--- src/rtl/rover_display_scheduler.sv ---
// rover_display_scheduler: time-shares one 4-digit display between fault, motion and telemetry sources
module rover_display_scheduler #(
  parameter int DWELL_CYCLES = 50000000,
  parameter int BLINK_CYCLES = 12500000
) (
  input  logic        clock,
  input  logic        reset,
  input  logic [2:0]  req,
  input  logic [15:0] data0,
  input  logic [15:0] data1,
  input  logic [15:0] data2,
  output logic [2:0]  grant,
  output logic [15:0] frame,
  output logic        frame_valid,
  output logic        blank,
  output logic [2:0]  done
);
  localparam int DW = $clog2(DWELL_CYCLES);
  localparam int BW = BLINK_CYCLES > 1 ? $clog2(BLINK_CYCLES) : 1;
  localparam logic [DW-1:0] DWELL_LAST = DW'(DWELL_CYCLES - 1);
  localparam logic [BW-1:0] BLINK_LAST = BW'(BLINK_CYCLES - 1);
  typedef enum logic [1:0] {IDLE, SHOW, FAULT} state_t;
  state_t        state_q;
  logic          sel_q;
  logic          rr_q;
  logic [DW-1:0] dwell_q;
  logic [BW-1:0] blink_q;
  logic          blank_q;
  logic [2:0]    done_q;
  logic [2:0]    grant_q;
  logic [15:0]   frame_q;
  logic          valid_q;
  logic          pick_d;
  logic          dwell_end;
  logic          other_req;
  logic          self_req;
  // sel/rr encode the non-fault source: 0 = source 1, 1 = source 2
  assign pick_d    = rr_q ? !req[1] : req[2];
  assign dwell_end = dwell_q == DWELL_LAST;
  assign other_req = sel_q ? req[1] : req[2];
  assign self_req  = sel_q ? req[2] : req[1];
  assign grant       = grant_q;
  assign frame       = frame_q;
  assign frame_valid = valid_q;
  assign blank       = blank_q;
  assign done        = done_q;
  // Scheduler FSM plus the display stage that follows the state one cycle later
  always_ff @(posedge clock) begin
    if (reset) begin
      state_q <= IDLE;
      sel_q   <= 1'b0;
      rr_q    <= 1'b1;
      dwell_q <= '0;
      blink_q <= '0;
      blank_q <= 1'b0;
      done_q  <= 3'b000;
      grant_q <= 3'b000;
      frame_q <= 16'hFFFF;
      valid_q <= 1'b0;
    end else begin
      done_q  <= 3'b000;
      grant_q <= state_q == FAULT ? 3'b001 : state_q == SHOW ? (sel_q ? 3'b100 : 3'b010) : 3'b000;
      frame_q <= state_q == FAULT ? data0 : state_q == SHOW ? (sel_q ? data2 : data1) : 16'hFFFF;
      valid_q <= state_q != IDLE;
      case (state_q)
        IDLE: begin
          if (req[0]) begin
            state_q <= FAULT;
          end else if (req[1] || req[2]) begin
            state_q <= SHOW;
            sel_q   <= pick_d;
            dwell_q <= '0;
          end
        end
        SHOW: begin
          if (dwell_end) begin
            done_q  <= sel_q ? 3'b100 : 3'b010;
            rr_q    <= sel_q;
            dwell_q <= '0;
            if (req[0]) state_q <= FAULT;
            else if (other_req) sel_q <= !sel_q;
            else if (!self_req) state_q <= IDLE;
          end else if (req[0]) begin
            state_q <= FAULT;
            dwell_q <= '0;
          end else begin
            dwell_q <= dwell_q + 1'b1;
          end
        end
        FAULT: begin
          if (!req[0]) begin
            done_q  <= 3'b001;
            blank_q <= 1'b0;
            blink_q <= '0;
            state_q <= (req[1] || req[2]) ? SHOW : IDLE;
            sel_q   <= pick_d;
            dwell_q <= '0;
          end else if (blink_q == BLINK_LAST) begin
            blink_q <= '0;
            blank_q <= !blank_q;
          end else begin
            blink_q <= blink_q + 1'b1;
          end
        end
        default: state_q <= IDLE;
      endcase
    end
  end
endmodule
--- config.mk ---
export PLATFORM = sky130hd
export DESIGN_NAME = rover_display_scheduler
export DESIGN_NICKNAME = d
export VERILOG_FILES = /design/src/rtl/rover_display_scheduler.sv
export SDC_FILE = /design/constraint.sdc
export NUM_CORES = 1
export LEC_CHECK = 0
export ABC_AREA = 1
export BUFFER_PORTS_ARGS = -buffer_cell sky130_fd_sc_hd__buf_2
export CAP_MARGIN = 20
export CORE_ASPECT_RATIO = 1.4
export CORE_MARGIN = 4
export CORE_UTILIZATION = 38
export CTS_CLUSTER_SIZE = 24
export DETAILED_ROUTE_END_ITERATION = 16
export GPL_TIMING_DRIVEN = 0
export MAX_ROUTING_LAYER = met4
export SYNTH_ARGS = -nofsm -noshare
export SYNTH_HDL_FRONTEND = slang
export SYNTH_SLANG_ARGS = --single-unit
--- constraint.sdc ---
create_clock -name clock -period 3.84 [get_ports clock]
set_input_delay 0.768 -clock clock [delete_from_list [all_inputs] [get_ports clock]]
set_output_delay 0.768 -clock clock [all_outputs]
set_load 0.01 [all_outputs]
==> flow_metrics.tcl <==
set metrics [dict create \
    status "completed" \
    post_drt_wl_per_cell_um 12.6 \
    cts-root-buf "clkbuf_16" \
    clock-sinks 78 \
    slew_headroom_pct 68.9 \
    hpwlAfterDp_mm 7.81 \
    seq_area_frac_synth_pct 37.8 \
    yosys.area.top_type "dfxtp_1" \
    drv_slew 0 \
    fin_nets 707 \
    overflow 0 \
    synth_edf_count 0 \
    drt-pass1-iter-count 4 \
    synth_commonest_cells "nand2_1 (104), nor2_1 (89), dfxtp_1 (78)" \
    grt_usage_pct 16.4 \
    min_path_type "reg2reg" \
    path_cells "inv_1, ha_1, buf_6, nand2_2, nand4_4, buf_6, nor3_4, nand2_1, nor2_1, nor3_2" \
    htreeDepth 3 \
    start_util_pct 39.3 \
    cpMostUsedCell "buf_6" \
    syn-cell-area_sq_um 4130 \
    combPwrFrac_pct 32.5 \
    worstPathArrival_ns 2.12 \
    cp_num_buf_inv 3 \
    critPathRequiredTime_ns 4.06 \
    cts_tree "yes" \
    ir_drop_mv 0.256 \
    die_y_um 131 \
    setup_viol 0 \
    clk_pin_slew_worst_paths_ns 0.06 \
    grt_pass1_vias 3599 \
    cts_max_path_buffers 2 \
    ys.flop_type "dfxtp_1" \
    core_region_area_sq_um 10500 \
    ys_top_cells_by_area "dfxtp_1 (38%), nand2_1 (9.5%), nor2_1 (8.1%)" \
    cts_hold_buf 0 \
    first_iter_violations 90 \
    drv_cap 0 \
    crit_path_top_delay_cell "dfxtp_1" \
    hold_ws_ns 0.471 \
    internal_power_uw 1620 \
    fin_crit_sh_pct 49.4 \
    worst_pin_slew_ns 0.467 \
    ys_async_sr_fraction_pct 0 \
    critPathKind "reg2reg" \
    p_seq_share_pct 36.6 \
    switching_share_pct 35.2 \
    drc_errors 0 \
    synth-seq-cells 78 \
    p_switching_uw 882 \
    layout-drive-gt1-share_pct 25.4 \
    grt_pass1_wl_mm 16.3 \
    worstSkewPairLatency_ns 0.34 \
    grt_max_degree 13 \
    slowest_delay_ns 0.37 \
    synth_cell_types 42 \
    cp_top_family "simple AND/OR/NAND/NOR gates" \
    fp-row-count 44 \
    placement.io_buffers 74 \
    endpoint_kind "register" \
    cts_resized 0 \
    ant_nets 0 \
    setup_tns_ns 0 \
    fill_cells 1066 \
    yosysWarningCount 0 \
    syn_nets 622 \
    finalClockSkew_ns 0.00851 \
    syn_inst 563 \
    wl_mm 9.95 \
    fmax_mhz 527 \
    p_leak_uw 0.00190 \
    rsz0062_at_grt "false" \
    viasPerCell 4.81 \
    powerDensity_nw_per_um2 507 \
    dieArea_sq_um 12600 \
    avgSynthCellArea_sq_um 7.34 \
    synth_top_area_share_pct 37.8 \
    syn_to_final_growth_pct 19.7 \
    antenna_found_initial 0 \
    antenna_cells 0 \
    worst-path-max-fanout 10 \
    layout_min_cycle_time_ns 1.90 \
    critPathLaunchType "register" \
    cts_buffers 9 \
    p_clk_share_pct 30.9 \
    vias 3807 \
    postCtsSetupRepairBufs 0 \
    synth.most_common_cell "nand2_1" \
    gp_congestion 0.923 \
    hold_violations 0 \
    die_x_um 96.1 \
    ioPinCount 77 \
]
registers in the layout, summed over array words and instances (netlist names):
signal / cells
grant: 3
done: 3
rr_q: 1
frame: 16
blink_q: 24
blank: 1
frame_valid: 1
state_q: 2
sel_q: 1
dwell_q: 26
final timing paths:
| check | start | depth (start not counted) | end | slack [ns] |
|---|---|---|---|---|
| min | blank | 2 | blank | 0.47 |
| max reg2reg | state_q[0] | 10 | dwell_q[23] | 1.94 |
| max | state_q[0] | 10 | dwell_q[23] | 1.94 |
| min reg2reg | blank | 2 | blank | 0.47 |
cells by family after synthesis:
family                     synth area share [%]
DFF                                        37.8
buffers and inverters                      8.66
xor gates and xnor gates                   4.88
adders and majority gates                  1.82
and+or+nand+nor                            37.8
muxes                                     0.242
AOI/OAI and AO/OA                          8.75
layer usage:
layer / up-vias / GRT usage (%) / routed length, um / part of all wire, %
li1: 1990 / - / - / -
met2: 90 / 26.8 / 5030 / 51
met1: 1707 / 18.8 / 4090 / 41
met3: 20 / 3.83 / 611 / 6.1
met4: 0 / 7.12 / 216 / 2.2
met5: - / - / 0 / 0
worst min-delay path, cell delays in order, from the launching register on:
cell and delay, ns:
dfxtp_1 0.32, nand2_1 0.06, nand2_1 0.04
placed cells by master, fill, tap and decap left out, drive strengths merged:
master / count
mux2i: 1
xnor2: 9
nor2: 117
nand3b: 1
buf: 83
nand2: 118
inv: 61
a21oi: 31
clkinvlp: 1
and3: 1
o22ai: 2
nor3: 23
clkbuf: 18
o21ai: 9
nor3b: 3
a22oi: 1
or2: 2
clkinv: 4
o21bai: 4
xor2: 14
ha: 6
dfxtp: 78
nand3: 31
a31oi: 16
nand4: 16
nor4: 3
layout make-up:
cell class / count / area (sq um) / area share [%]
inverter: 62 / 235 / 4.76
sequential: 78 / 1560 / 31.6
clock buffer: 12 / 246 / 4.99
tap: 138 / 173 / 3.49
multi-input combinational: 408 / 2210 / 44.7
timing repair buffer: 74 / 370 / 7.49
clock inverter: 4 / 22.5 / 0.456
buffer: 15 / 123 / 2.48
through the flow:
stage	cells	instance area [sq um]	total power [uW]	worst slack (ns)	utilization (%)
after floorplan	563	4130	1530	2.04	-
after global placement	775	4670	1740	1.76	44.4
after CTS	791	4940	2540	1.90	47.0
after detailed placement	775	4670	1760	1.76	44.4
after global routing	791	4940	2670	1.78	47.0
final	791	4940	2510	1.94	47.0
power by group through the flow:
stage | registers, uW | logic [uW] | clock network, uW
4_1_cts | 917 | 827 | 794
3_5_place_dp | 934 | 825 | 0
6_report | 916 | 816 | 775
2_1_floorplan | 959 | 575 | 0
5_1_grt | 925 | 907 | 839
3_3_place_gp | 933 | 808 | 0
No activity file was read; power rests on OpenSTA's default activity.
